**src/rtl/sao_pkg.sv**
```systemverilog
// Shared constants, FSM state type and rate helper for the SAO offset
// rate-distortion search.
package sao_pkg;

    localparam int N_CATEGORY     = 4;
    localparam int SAO_MAX_OFFSET = 7;
    localparam int COST_W         = 20;

    typedef enum logic [1:0] {
        ST_IDLE = 2'd0,
        ST_EVAL = 2'd1,
        ST_DONE = 2'd2
    } sao_state_e;

    // Offset rate: magnitude plus one, except the top magnitude which needs no terminator.
    function automatic logic [3:0] sao_rate(input logic [2:0] mag);
        logic [3:0] rate;
        if (mag == 3'(SAO_MAX_OFFSET)) begin
            rate = 4'(SAO_MAX_OFFSET);
        end else begin
            rate = {1'b0, mag} + 4'd1;
        end
        return rate;
    endfunction

endpackage

```
**src/rtl/sao_cost_calc.sv**
```systemverilog
// Combinational cost of one offset candidate:
// num*m*m - 2*s*sum*m + lambda*rate(m), evaluated exactly in cost_bit signed.
module sao_cost_calc
    import sao_pkg::*;
#(
    parameter int num_w      = 10,
    parameter int sum_w      = 14,
    parameter int lambda_bit = 8,
    parameter int cost_bit   = COST_W
) (
    input  logic [num_w-1:0]           num,
    input  logic signed [sum_w-1:0]    sum,
    input  logic [2:0]                 mag,
    input  logic                       neg,
    input  logic [lambda_bit-1:0]      lambda,
    output logic signed [cost_bit-1:0] cost
);

    logic signed [cost_bit-1:0] num_s;
    logic signed [cost_bit-1:0] sum_s;
    logic signed [cost_bit-1:0] mag_s;
    logic signed [cost_bit-1:0] lam_s;
    logic signed [cost_bit-1:0] rate_s;
    logic signed [cost_bit-1:0] dist_s;
    logic signed [cost_bit-1:0] cross_s;

    // Widen every operand first so all products are formed at full cost width.
    always_comb begin
        num_s   = cost_bit'(num);
        sum_s   = cost_bit'(sum);
        mag_s   = cost_bit'(mag);
        lam_s   = cost_bit'(lambda);
        rate_s  = cost_bit'(sao_rate(mag));
        dist_s  = num_s * mag_s * mag_s;
        cross_s = (sum_s * mag_s) <<< 1;
        if (neg) begin
            cost = dist_s + cross_s + lam_s * rate_s;
        end else begin
            cost = dist_s - cross_s + lam_s * rate_s;
        end
    end

endmodule

```
**src/rtl/sao_offset_rdo.sv**
```systemverilog
// SAO edge-offset RDO: sweeps magnitudes 7..0 for each category, one
// candidate per cycle, and reports the cheapest signed offset per category.
module sao_offset_rdo
    import sao_pkg::*;
#(
    parameter int diff_clip_bit    = 4,
    parameter int num_pix_CTU_log2 = 5,
    parameter int num_accu_len     = num_pix_CTU_log2 * 2 - 1,
    parameter int n_category       = N_CATEGORY,
    parameter int lambda_bit       = 8,
    parameter int cost_bit         = COST_W
) (
    input  logic                                         clk,
    input  logic                                         arst_n,
    input  logic                                         start_i,
    input  logic signed [num_accu_len+diff_clip_bit:0]   sum_i [0:n_category-1],
    input  logic [num_accu_len:0]                        num_i [0:n_category-1],
    input  logic [lambda_bit-1:0]                        lambda_i,
    output logic                                         busy_o,
    output logic                                         done_o,
    output logic signed [3:0]                            offset_o [0:n_category-1],
    output logic signed [cost_bit+1:0]                   cost_o
);

    localparam int SUM_W = num_accu_len + diff_clip_bit + 1;
    localparam int NUM_W = num_accu_len + 1;
    localparam int CAT_W = $clog2(n_category);
    localparam int CNT_W = CAT_W + 3;
    localparam int TOT_W = cost_bit + 2;

    sao_state_e                 state_r;
    sao_state_e                 state_nxt_s;
    logic [CNT_W-1:0]           cnt_r;
    logic signed [SUM_W-1:0]    sum_r [0:n_category-1];
    logic [NUM_W-1:0]           num_r [0:n_category-1];
    logic [lambda_bit-1:0]      lambda_r;
    logic signed [cost_bit-1:0] best_cost_r;
    logic [2:0]                 best_mag_r;
    logic signed [3:0]          off_acc_r [0:n_category-1];
    logic signed [TOT_W-1:0]    total_r;

    logic [CAT_W-1:0]           cat_s;
    logic [2:0]                 mag_s;
    logic                       neg_s;
    logic                       cat_end_s;
    logic                       last_s;
    logic signed [cost_bit-1:0] cost_s;
    logic                       take_s;
    logic signed [cost_bit-1:0] chosen_cost_s;
    logic [2:0]                 chosen_mag_s;
    logic signed [3:0]          off_s;
    logic signed [TOT_W-1:0]    contrib_s;
    logic                       load_s;
    logic                       eval_s;
    logic                       busy_nxt_s;
    logic                       done_nxt_s;

    // Counter decode: upper bits pick the category, low three bits walk magnitude downward.
    always_comb begin
        cat_s     = cnt_r[CNT_W-1:3];
        mag_s     = 3'(SAO_MAX_OFFSET) - cnt_r[2:0];
        neg_s     = (cat_s >= CAT_W'(n_category / 2));
        cat_end_s = (cnt_r[2:0] == 3'd7);
        last_s    = (cnt_r == {CNT_W{1'b1}});
    end

    sao_cost_calc #(
        .num_w      (NUM_W),
        .sum_w      (SUM_W),
        .lambda_bit (lambda_bit),
        .cost_bit   (cost_bit)
    ) u_cost (
        .num    (num_r[cat_s]),
        .sum    (sum_r[cat_s]),
        .mag    (mag_s),
        .neg    (neg_s),
        .lambda (lambda_r),
        .cost   (cost_s)
    );

    // Running minimum; "<=" lets a later (smaller) magnitude win ties.
    always_comb begin
        take_s = (mag_s == 3'(SAO_MAX_OFFSET)) || (cost_s <= best_cost_r);
        if (take_s) begin
            chosen_cost_s = cost_s;
            chosen_mag_s  = mag_s;
        end else begin
            chosen_cost_s = best_cost_r;
            chosen_mag_s  = best_mag_r;
        end
        if (num_r[cat_s] == {NUM_W{1'b0}}) begin
            off_s     = 4'sd0;
            contrib_s = {TOT_W{1'b0}};
        end else if (neg_s) begin
            off_s     = 4'sd0 - $signed({1'b0, chosen_mag_s});
            contrib_s = TOT_W'(chosen_cost_s);
        end else begin
            off_s     = $signed({1'b0, chosen_mag_s});
            contrib_s = TOT_W'(chosen_cost_s);
        end
    end

    // FSM state register.
    always_ff @(posedge clk or negedge arst_n) begin
        if (!arst_n) begin
            state_r <= ST_IDLE;
        end else begin
            state_r <= state_nxt_s;
        end
    end

    // FSM next-state logic.
    always_comb begin
        state_nxt_s = state_r;
        case (state_r)
            ST_IDLE: begin
                if (start_i) begin
                    state_nxt_s = ST_EVAL;
                end else begin
                    state_nxt_s = ST_IDLE;
                end
            end
            ST_EVAL: begin
                if (last_s) begin
                    state_nxt_s = ST_DONE;
                end else begin
                    state_nxt_s = ST_EVAL;
                end
            end
            ST_DONE: state_nxt_s = ST_IDLE;
            default: state_nxt_s = ST_IDLE;
        endcase
    end

    // FSM output decode; busy/done are registered from the next state.
    always_comb begin
        load_s     = 1'b0;
        eval_s     = 1'b0;
        busy_nxt_s = (state_nxt_s != ST_IDLE);
        done_nxt_s = (state_nxt_s == ST_DONE);
        case (state_r)
            ST_IDLE: load_s = start_i;
            ST_EVAL: eval_s = 1'b1;
            ST_DONE: load_s = 1'b0;
            default: load_s = 1'b0;
        endcase
    end

    // Input latch, candidate counter and per-category accumulation.
    always_ff @(posedge clk or negedge arst_n) begin
        if (!arst_n) begin
            cnt_r       <= {CNT_W{1'b0}};
            lambda_r    <= {lambda_bit{1'b0}};
            best_cost_r <= {cost_bit{1'b0}};
            best_mag_r  <= 3'd0;
            total_r     <= {TOT_W{1'b0}};
            for (int i = 0; i < n_category; i++) begin
                sum_r[i]     <= {SUM_W{1'b0}};
                num_r[i]     <= {NUM_W{1'b0}};
                off_acc_r[i] <= 4'sd0;
            end
        end else if (load_s) begin
            cnt_r    <= {CNT_W{1'b0}};
            lambda_r <= lambda_i;
            total_r  <= {TOT_W{1'b0}};
            for (int i = 0; i < n_category; i++) begin
                sum_r[i]     <= sum_i[i];
                num_r[i]     <= num_i[i];
                off_acc_r[i] <= 4'sd0;
            end
        end else if (eval_s) begin
            cnt_r       <= cnt_r + CNT_W'(1);
            best_cost_r <= chosen_cost_s;
            best_mag_r  <= chosen_mag_s;
            if (cat_end_s) begin
                off_acc_r[cat_s] <= off_s;
                total_r          <= total_r + contrib_s;
            end
        end
    end

    // Registered outputs; results are published together with done_o.
    always_ff @(posedge clk or negedge arst_n) begin
        if (!arst_n) begin
            busy_o <= 1'b0;
            done_o <= 1'b0;
            cost_o <= {TOT_W{1'b0}};
            for (int i = 0; i < n_category; i++) begin
                offset_o[i] <= 4'sd0;
            end
        end else begin
            busy_o <= busy_nxt_s;
            done_o <= done_nxt_s;
            if (eval_s && last_s) begin
                cost_o <= total_r + contrib_s;
                for (int i = 0; i < n_category; i++) begin
                    if (CAT_W'(i) == cat_s) begin
                        offset_o[i] <= off_s;
                    end else begin
                        offset_o[i] <= off_acc_r[i];
                    end
                end
            end
        end
    end

endmodule

```
**config.mk**
```make
export PLATFORM = sky130hd
export DESIGN_NAME = sao_offset_rdo
export DESIGN_NICKNAME = d
export VERILOG_FILES = /design/src/rtl/sao_pkg.sv /design/src/rtl/sao_cost_calc.sv /design/src/rtl/sao_offset_rdo.sv
export SDC_FILE = /design/constraint.sdc
export NUM_CORES = 1
export LEC_CHECK = 0
export CORE_AREA = 2 2 171 215
export DETAILED_ROUTE_END_ITERATION = 8
export DIE_AREA = 0 0 173 217
export HOLD_SLACK_MARGIN = 0.15
export PLACE_DENSITY = 0.7
export SYNTH_ARGS = -nofsm -noshare
export SYNTH_HDL_FRONTEND = slang
export SYNTH_HIERARCHICAL = 1
export SYNTH_SLANG_ARGS = --single-unit
```
**constraint.sdc**
```tcl
create_clock -name clk -period 13.6 [get_ports clk]
set_clock_uncertainty 0.2 [all_clocks]
set_input_delay 1.36 -clock clk [delete_from_list [all_inputs] [get_ports clk]]
set_output_delay 1.36 -clock clk [all_outputs]
set_load 0.02 [all_outputs]
```
## Word level (Yosys, flattened, before mapping)

Cells that the tools add are included.

| word-level totals | value |
|---|---|
| flip-flop bits (word level) | 212 |
| bits of input ports | 107 |
| output and inout port bits | 40 |
| word-level logic and storage cells | 96 |

| operators by class | value |
|---|---|
| add/subtract/negate cells | 9 |
| $mul | 4 |
| $lt $le $gt $ge | 4 |
| equality and inequality tests | 8 |
| multiplexer cells | 33 |
| bitwise logic cells | 2 |
| reduce and logical (&&, ||, !) cells | 11 |

Operators with widths:

| kind | number |
|---|---|
| $mux 22 | 4 |
| $add 20x20->20 | 3 |
| $mux 16 | 3 |
| $mux 20 | 2 |
| $mux 4 | 8 |
| $bmux 14 s2 | 1 |
| $mux 14 | 2 |
| $add 22x22->22 | 1 |
| $bmux 10 s2 | 1 |
| $le 20x20->1 | 1 |
| $mul 20x4->20 | 1 |
| $mux 10 | 2 |
| $sub 20x20->20 | 1 |
| $mul 14x4->18 | 1 |
| $bwmux 16 | 1 |
| $mul 10x3->13 | 1 |
| $mul 8x4->12 | 1 |
| $logic_not 10->1 | 1 |
| $mux 5 | 2 |
| $demux 4 s2 | 1 |
| $eq 3x3->1 const B | 2 |
| $reduce_bool 2->1 | 3 |
| $add 5x1->5 const B | 1 |
| $eq 5x5->1 const B | 1 |
| other kinds (20) | 26 |

## Depth between registers and ports, before layout

Gate-level depths: netlist of the first run.

| logic depth | value |
|---|---|
| word-level depth | 19 |
| gate-level depth with buffers | 58 |
| gate-level depth less buffers | 55 |

## By module

The synthesis of the first run kept the hierarchy.

Modules (own cells, without submodules):

| module | instances | cells an instance | area each (um^2) | seq. area each (um^2) |
|---|---|---|---|---|
| sao_offset_rdo | 1 | 1,166 | 10,845.4 | 5,305.1 |
| sao_cost_calc | 1 | 901 | 6,651.4 | 0.0 |

## Least setup slack after synthesis of the first run

Ideal clock, no wire load.

| path | value |
|---|---|
| kind | register to register |
| from | register cnt_r[2] |
| to | register cost_o[20] |
| setup time | 0.069 ns |
| data arrival time | 11.183 ns |
| required time | 13.331 ns |
| setup slack | 2.148 ns |
| stages on the path, launching flop included | 54 |
| path buffers | 3 |
| period minus slack after synthesis | 11.452 ns |
| cell sequence | dfrtp_1 -> inv_1 -> clkbuf_1 -> clkbuf_1 -> nand2_1 -> fa_1 -> inv_1 -> ha_1 -> fa_1 -> nand2_1 -> fa_1 -> inv_1 -> fa_1 -> a21o_1 -> a21oi_1 -> nor2b_1 -> o21a_1 -> or3_1 -> (+18 left out) -> a21bo_4 -> nand2_4 -> buf_2 -> nor2_1 -> a21oi_1 -> nor2_1 -> ha_1 -> inv_1 -> fa_1 -> nor2b_1 -> o21a_1 -> o21ai_1 -> a211oi_1 -> or3_1 -> and3_1 -> a311oi_2 -> or4b_2 -> nand3_1 |

| between the ends | value |
|---|---|
| cells in the longest elaborated chain, start to end | 11 |
| elaborated cells between the ends (all ways) | 20 |
| those cells by class | add/sub: 7; mul: 4; order compare: 1; eq/ne: 2; mux: 4; reduce/logical: 2 |

Ends and longest elaborated chain:

| item | RTL line | source |
|---|---|---|
| from (decl) | sao_offset_rdo.sv:33 | `logic [CNT_W-1:0] cnt_r;` |
| from (signal assigned) | sao_offset_rdo.sv:152 | `cnt_r <= {CNT_W{1'b0}};` |
| from (signal assigned) | sao_offset_rdo.sv:163 | `cnt_r <= {CNT_W{1'b0}};` |
| from (signal assigned) | sao_offset_rdo.sv:172 | `cnt_r <= cnt_r + CNT_W'(1);` |
| $sub 3x3->3 (*) | sao_offset_rdo.sv:61 | `mag_s = 3'(SAO_MAX_OFFSET) - cnt_r[2:0];` |
| net mag_s[2] | sao_offset_rdo.sv:43 | `logic [2:0] mag_s;` |
| $mul 10x3->13 (tied with other cells) | sao_cost_calc.sv:34 | `dist_s = num_s * mag_s * mag_s;` |
| $mul 20x4->20 or $mux 4 (tied branches) | sao_cost_calc.sv:34, sao_pkg.sv:18 |  |
| $sub 20x20->20 (tied with other cells) | sao_cost_calc.sv:39 | `cost = dist_s - cross_s + lam_s * rate_s;` |
| $add 20x20->20 (on tied branches) | sao_cost_calc.sv:39, sao_cost_calc.sv:37 |  |
| $mux 20 (*) | sao_cost_calc.sv:36 | `if (neg) begin` |
| net cost_s[17] | sao_offset_rdo.sv:47 | `logic signed [cost_bit-1:0] cost_s;` |
| $le 20x20->1 | sao_offset_rdo.sv:83 | `take_s = (mag_s == 3'(SAO_MAX_OFFSET)) \|\| (cost_s <= best_cost_r);` |
| $logic_or 1x1->1 | sao_offset_rdo.sv:83 |  |
| $mux 20 (*) | sao_offset_rdo.sv:84 | `if (take_s) begin` |
| $mux 22 (*) | sao_offset_rdo.sv:91 | `if (num_r[cat_s] == {NUM_W{1'b0}}) begin` |
| $add 22x22->22 (*) | sao_offset_rdo.sv:195 | `cost_o <= total_r + contrib_s;` |
| to (signal assigned) | sao_offset_rdo.sv:187 | `cost_o <= {TOT_W{1'b0}};` |
| to (signal assigned) | sao_offset_rdo.sv:195 |  |
| to (decl) | sao_offset_rdo.sv:22 | `output logic signed [cost_bit+1:0] cost_o` |

The timed path passes the listed nets; every way through them passes the cells marked *.
A chain may end at the register's enable or synchronous reset.

## Final worst setup path of the first run

| path | value |
|---|---|
| from | register cnt_r[3] |
| to | register total_r[20] |

| between the ends | value |
|---|---|
| cells in the longest elaborated chain, start to end | 17 |
| elaborated cells between the ends (all ways) | 25 |
| those cells by class | add/sub: 5; mul: 3; order compare: 2; mux: 12; bitwise: 1; reduce/logical: 2 |

Ends and longest elaborated chain:

| item | RTL line | source |
|---|---|---|
| $not 2->3 (implied by the code) | sao_offset_rdo.sv:73, sao_offset_rdo.sv:74 |  |
| $bmux 10 s2 | sao_offset_rdo.sv:73 | `.num (num_r[cat_s]),` |
| $mux 10 (implied by the code) (2 in series) | sao_offset_rdo.sv:73 |  |
| $mul 10x3->13 | sao_cost_calc.sv:34 |  |
| $mul 20x4->20 | sao_cost_calc.sv:34 |  |
| $sub 20x20->20 or $add 20x20->20 (tied branches) | sao_cost_calc.sv:39, sao_cost_calc.sv:37 |  |
| $add 20x20->20 (on tied branches) | sao_cost_calc.sv:39, sao_cost_calc.sv:37 |  |
| $mux 20 (*) | sao_cost_calc.sv:36 |  |
| net cost_s[16] | sao_offset_rdo.sv:47 |  |
| $le 20x20->1 | sao_offset_rdo.sv:83 |  |
| $logic_or 1x1->1 | sao_offset_rdo.sv:83 |  |
| $mux 20 (*) | sao_offset_rdo.sv:84 |  |
| $mux 22 (*) | sao_offset_rdo.sv:91 |  |
| $add 22x22->22 (*) | sao_offset_rdo.sv:177 | `total_r <= total_r + contrib_s;` |
| $mux 22 (*) | sao_offset_rdo.sv:175 | `if (cat_end_s) begin` |
| $mux 22 (*) | sao_offset_rdo.sv:171 | `end else if (eval_s) begin` |
| $mux 22 (*) | sao_offset_rdo.sv:162 | `end else if (load_s) begin` |
| to (signal assigned) | sao_offset_rdo.sv:156 | `total_r <= {TOT_W{1'b0}};` |
| to (signal assigned) | sao_offset_rdo.sv:165 | `total_r <= {TOT_W{1'b0}};` |
| to (signal assigned) | sao_offset_rdo.sv:177 |  |
| to (decl) | sao_offset_rdo.sv:40 | `logic signed [TOT_W-1:0] total_r;` |

The timed path passes the listed nets; every way through them passes the cells marked *. The select of a mux whose other input is x is not followed.

==> out/metrics.csv, run 1 <==
stage,metric,value,unit
outcome,status,"complete, no violations",
setup_path,R2R Path End,total_r[20],
floorplan,row count,78,
placed_design,Post-Place Cell Area,19400,sq um
placed_design,HPWL after DPL,31.7,mm
cts,"Clk Latency, worst-skew pair",0.55,ns
setup_path,Worst Path Max Fanout,24,
timing,Setup Viol. Count Final,0,
route,Final ANT Viol Nets,0,
timing,fmax,79.0,MHz
global_routing,Congestion Overflow GR,0,
timing,final period utilization,93.1,%
final_layout,fin area,20100,sq um
setup_path,Reg-to-Reg Start,cnt_r[3],
timing,Final Hold Vio Count,0,
synthesis,synthesis-stage register bit count,212,
synthesis,most common cell in the netlist,nand2_1,
cts,Bufs on Longest Clock Path,3,
route,drt initial violations,695,
final_layout,antenna cell count,0,
floorplan,io pins,147,
synthesis,main combinational cell family by area after synthesis,simple AND/OR/NAND/NOR gates,
placed_design,PortBufs,146,
floorplan,DIE AREA,37500,sq um
job,MaxCap Viol Count,0,
floorplan,die width,173,um
synthesis,Post-synth EDFFs,0,
synthesis,Ys Warns,6,
setup_path,flop2flop setup slack,0.94,ns
cts,H-tree depth,1,
timing,hold slack final,0.270,ns
timing,max-slew violations,0,
global_routing,gr usage total,22.0,%
setup_path,"most used cell, CP",a21oi_1,
synthesis,Adder-Cell Fraction of Synth Area,19.9,%
cts,CTS Sinks,212,
route,drc violations,0,
timing,fin crit period,12.66,ns
cts,clk root buf,clkbuf_16,
setup_path,critical path type,flip-flop to flip-flop,
route,Vias,14300,
synthesis,post-synthesis xor/xnor area fraction,4.23,%
synthesis,area share of the largest cell type after synthesis,30.3,%
route,total iterations of the first detailed-routing run,5,
synthesis,Synth Area in Compound Gates,13.1,%
final_layout,layout cells sized above 1,6.53,%
final_layout,Fillers,3297,
setup_path,CP max stage cell,mux4_1,
cts,CTS tree,built,
synthesis,syn_nets,2409,
timing,Worst slew margin,31.1,%
setup_path,end of the critical path,total_r[20],
final_layout,Final #Nets,2516,
floorplan,Starting Density,49.0,%
synthesis,Synth Area in Simple Gates,21.2,%
synthesis,most area-hungry cell type in the Yosys netlist,dfrtp_1,
synthesis,top_reg_cell synth,dfrtp_1,
synthesis,largest cells by area after synthesis,"dfrtp_1 30%, ha_1 12%, nand2_1 11%",
global_routing,largest net degree at the start of global routing,102,
synthesis,Syn Inst Count,2067,
global_routing,initial antenna violation count,0,
worst_hold_path,Hold WC Path Type,flip-flop to flip-flop,
synthesis,Async SR Flop Fraction,100,%
setup_path,Worst Setup SP,cnt_r[3],
setup_path,CP endpoint kind,flip-flop,
synthesis,unique cell type count in the Yosys netlist,92,
synthesis,Synth top cells by count,"531 x nand2_1, 220 x inv_1, 212 x dfrtp_1",
synthesis,Syn Std Cell Area,17500,sq um
setup_path,startpoint types,flip-flop,
floorplan,core footprint,35700,sq um
setup_path,Worst Reg2Reg Path Length in Cells,53,
synthesis,sequential fraction of the synthesis area,30.3,%
setup_path,arrival time worst endpoint,12.94,ns
cts,"Setup Fix Bufs, Post-CTS",0,
timing,worst-margin pin slew,1.03,ns
cts,hold buffers post-CTS,0,
cts,clock-pin slew on the worst setup and hold paths,0.06,ns
placed_design,gpl congestion,0.837,
setup_path,WP data required,13.88,ns
final_layout,Area growth syn-to-layout,15.0,%
global_routing,first-pass GRT wire length,69.3,mm
timing,setup TNS,0,ns
route,total wire length,41.0,mm
route,DR WL/cell,15.3,um
global_routing,vias in the first global route,14700,
synthesis,mux cell area share after synthesis,4.77,%
cts,CTS Buf Count,23,
route,vias per inst,5.37,
floorplan,Die H,217,um
setup_path,"slowest stage delay, CP",0.70,ns
timing,RSZ-0062 raised after global routing,no,
synthesis,Syn Area/Cell,8.46,sq um
cts,post_cts resized,0,
worst min path at each step:
stage	start	to	slack, ns	cells after the start
after floorplan	num_r[25]	num_r[25]	0.24	2
after global placement	num_r[15]	num_r[15]	0.25	2
after detailed placement	sum_r[44]	sum_r[44]	0.26	2
after CTS	state_r[1]	state_r[0]	0.27	1
after global routing	num_r[10]	num_r[10]	0.29	2
final	offset_o[11]	offset_o[11]	0.27	2
through the flow:
step	worst slack, ns	util, %	cells
after floorplan	2.15	-	2067
after global placement	1.29	54.2	2629
after detailed placement	0.990	54.2	2629
after CTS	0.929	56.3	2671
after global routing	0.0467	56.3	2671
final	0.940	56.3	2671
layer usage:
layer  global-route usage (%)  routed length (um)  vias to the layer above
met1                     27.4               18000                     6952
met5                        0                   0                        -
met2                     40.6               20900                      246
met4                     6.30                 932                        0
met3                     2.08                1170                       52
li1                         -                   -                     7081
worst max-delay path: cells and delay by family, from the launching register on:
kind	cells	cell delay [ns]
AO/OA/AOI/OAI	19	3.46
XOR/XNOR	3	0.67
adder cells (fa/ha/maj)	9	3.26
buffers and inverters	5	0.69
flip-flops	1	0.64
multiplexers	1	0.70
AND/OR/NAND/NOR	16	2.94
kinds of logic after synthesis:
group / Yosys count
adders and majority gates: 235
xor gates and xnor gates: 83
muxes: 50
AOI/OAI and AO/OA: 353
DFF: 212
and+or+nand+nor: 835
buffers and inverters: 299
final cells by class:
type | instances | area, sq um | share of cell area (%)
Clock buffer | 30 | 642 | 3.19
Clock inverter | 12 | 126 | 0.628
Inverter | 221 | 830 | 4.12
Multi-Input combinational cell | 1556 | 11000 | 54.9
Sequential cell | 212 | 5310 | 26.4
Tap cell | 480 | 601 | 2.98
Timing Repair Buffer | 160 | 1570 | 7.80
registers in the layout, summed over array words and instances (netlist names):
signal	cells
done_o	1
num_r	40
offset_o	16
busy_o	1
cost_o	22
sum_r	56
lambda_r	8
cnt_r	5
total_r	22
best_mag_r	3
state_r	2
best_cost_r	20
off_acc_r	16
layout by cell type (no fill, tap or decap), types with 18 or more instances in the layout:
cell and count:
and3_1 22, mux4_2 23, ha_1 164, xnor2_1 46
and2_1 47, nand3_1 53, nand2_1 529, fa_1 71
clkdlybuf4s50_1 145, o21ai_0 91, inv_1 220, nor2_1 77
nor2b_1 18, dfrtp_1 210, a21oi_1 117, mux2_2 20
xor2_1 36, clkbuf_16 23, a21o_1 25
Power of run 1 is left out: the tool's default activity adds up to more than one toggle a clock period on the data nets, which glitch-free logic cannot reach.
==> run 2, diff against run 1 <==
--- a/config.mk
+++ b/config.mk
@@ -6,6 +6,7 @@
 export NUM_CORES = 1
 export LEC_CHECK = 0
 export CORE_AREA = 2 2 171 215
+export CTS_CLUSTER_SIZE = 40
 export DETAILED_ROUTE_END_ITERATION = 8
 export DIE_AREA = 0 0 173 217
 export HOLD_SLACK_MARGIN = 0.15
==> results of run 2 <==
Same layout as run 1: the final DEF is identical, and so are final timing and power.
Power of run 2 is left out for the same reason.
==> run 3, diff against run 2 <==
--- a/config.mk
+++ b/config.mk
@@ -11,6 +11,7 @@
 export DIE_AREA = 0 0 173 217
 export HOLD_SLACK_MARGIN = 0.15
 export PLACE_DENSITY = 0.7
+export SETUP_SLACK_MARGIN = 0.5
 export SYNTH_ARGS = -nofsm -noshare
 export SYNTH_HDL_FRONTEND = slang
 export SYNTH_HIERARCHICAL = 1
==> out/metrics.csv, run 3 (synthesized netlist as in run 1, its figures left out) <==
stage,metric,value,unit,change
route,Vias,14400,,was 14300
placed_design,PortBufs,146,,unchanged
setup_path,Reg-to-Reg Start,cnt_r[3],,unchanged
setup_path,"slowest stage delay, CP",0.65,ns,was 0.70 ns
floorplan,core footprint,35700,sq um,unchanged
timing,Setup Viol. Count Final,0,,unchanged
cts,CTS Buf Count,23,,unchanged
final_layout,max FFs per register,56,,unchanged
cts,clk root buf,clkbuf_16,,unchanged
outcome,status,"complete, no violations",,unchanged
route,vias per inst,5.38,,was 5.37
floorplan,row count,78,,unchanged
route,Final ANT Viol Nets,0,,unchanged
global_routing,vias in the first global route,14700,,unchanged
placed_design,HPWL after DPL,31.7,mm,unchanged
timing,hold slack final,0.270,ns,about the same
setup_path,CP max stage cell,or4b_2,,was mux4_1
timing,final period utilization,90.4,%,was 93.1%
timing,Final Hold Vio Count,0,,unchanged
final_layout,"commonest non-fill, non-tap cell in the layout",nand2_1,,unchanged
timing,fin crit period,12.29,ns,was 12.66 ns
cts,CTS Sinks,212,,unchanged
setup_path,arrival time worst endpoint,12.57,ns,was 12.94 ns
setup_path,critical path type,flip-flop to flip-flop,,unchanged
global_routing,initial antenna violation count,0,,unchanged
cts,"Clk Latency, worst-skew pair",0.55,ns,about the same
final_layout,Area growth syn-to-layout,15.2,%,was 15.0%
setup_path,CP endpoint kind,flip-flop,,unchanged
final_layout,"commonest cells after routing, fill and taps aside","529 x nand2_1, 220 x inv_1, 210 x dfrtp_1, 164 x ha_1, 145 x clkdlybuf4s50_1",,unchanged
timing,max-slew violations,0,,unchanged
global_routing,first-pass GRT wire length,69.3,mm,unchanged
final_layout,layout cells sized above 1,6.61,%,was 6.53%
cts,Bufs on Longest Clock Path,3,,unchanged
setup_path,startpoint types,flip-flop,,unchanged
global_routing,gr usage total,22.0,%,unchanged
timing,RSZ-0062 raised after global routing,no,,unchanged
global_routing,Congestion Overflow GR,0,,unchanged
setup_path,Worst Setup SP,cnt_r[3],,unchanged
timing,worst-margin pin slew,1.02,ns,was 1.03 ns
final_layout,Non-Filler Instances,2672,,was 2671
route,drt initial violations,697,,was 695
worst_hold_path,Hold WC Path Type,flip-flop to flip-flop,,unchanged
floorplan,die width,173,um,unchanged
placed_design,Cells after DPL,2629,,unchanged
worst_hold_path,HP Start,sum_r[42],,was offset_o[11]
setup_path,"most used cell, CP",a21oi_1,,unchanged
floorplan,DIE AREA,37500,sq um,unchanged
timing,fmax,81.4,MHz,was 79.0 MHz
cts,CTS tree,built,,unchanged
job,MaxCap Viol Count,0,,unchanged
route,total wire length,41.1,mm,was 41.0 mm
final_layout,"Most flops, register",sum_r,,unchanged
final_layout,biggest regs,"sum_r: 56 flops, num_r: 40 flops",,unchanged
floorplan,Die H,217,um,unchanged
route,drc violations,0,,unchanged
cts,"Setup Fix Bufs, Post-CTS",0,,unchanged
global_routing,largest net degree at the start of global routing,102,,unchanged
floorplan,Starting Density,49.0,%,unchanged
setup_path,WP data required,13.88,ns,about the same
route,DR WL/cell,15.4,um,was 15.3 um
setup_path,Worst Path Max Fanout,24,,unchanged
placed_design,gpl congestion,0.837,,unchanged
timing,setup TNS,0,ns,unchanged
final_layout,Final #Nets,2517,,was 2516
final_layout,antenna cell count,0,,unchanged
cts,clock-pin slew on the worst setup and hold paths,0.06,ns,about the same
route,total iterations of the first detailed-routing run,5,,unchanged
cts,H-tree depth,1,,unchanged
timing,Worst slew margin,32.2,%,was 31.1%
floorplan,io pins,147,,unchanged
==> run 3: worst max-delay path: cells and delay by family, from the launching register on <==
kind | cells | cell delay [ns]
buffers and inverters | 4 | 0.22
AO/OA/AOI/OAI | 20 | 3.60
multiplexers | 1 | 0.43
adder cells (fa/ha/maj) | 10 | 3.74
AND/OR/NAND/NOR | 16 | 2.84
XOR/XNOR | 3 | 0.59
flip-flops | 1 | 0.60
==> run 3: worst paths after layout <==
kind / end / slack [ns] / depth (start not counted)
worst max register to register: total_r[20] / 1.31 / 54
worst max-delay path: total_r[20] / 1.31 / 54
min in group asynchronous: sum_r[53] / 0.69 / 1
worst min-delay path: sum_r[42] / 0.27 / 2
worst min register to register: sum_r[42] / 0.27 / 2
max in group asynchronous: cnt_r[4] / 11.07 / 2
==> run 3: through the flow <==
stage	utilization, %	worst slack, ns	cell area (sq um)
floorplan	-	2.15	17500
global placement	54.2	1.29	19400
detailed placement	54.2	0.990	19400
CTS	56.3	0.929	20100
global route	56.4	0.515	20200
finish	56.4	1.31	20200
==> run 3: cell type report <==
class                           instances  area (sq um)
Clock buffer                           30           642
Clock inverter                         12           126
Fill cell                            3297         15600
Tap cell                              480           601
Multi-Input combinational cell       1557         11100
Timing Repair Buffer                  160          1570
Sequential cell                       212          5310
Inverter                              221           830
==> run 3: layer usage <==
metal	GRT usage (%)	up-vias	routed length [um]
met5	0	-	0
met4	6.30	0	931
li1	-	7086	-
met1	27.4	6973	18000
met2	40.6	266	20800
met3	2.08	51	1300
==> run 3: what timing repair did <==
| item | CTS | global route |
|---|---|---|
| endpoints found under the setup margin | 0 | 10 |
| hold buffers | 0 | 0 |
| gates resized for setup | 0 | 5 |
Power of run 3 is left out for the same reason.
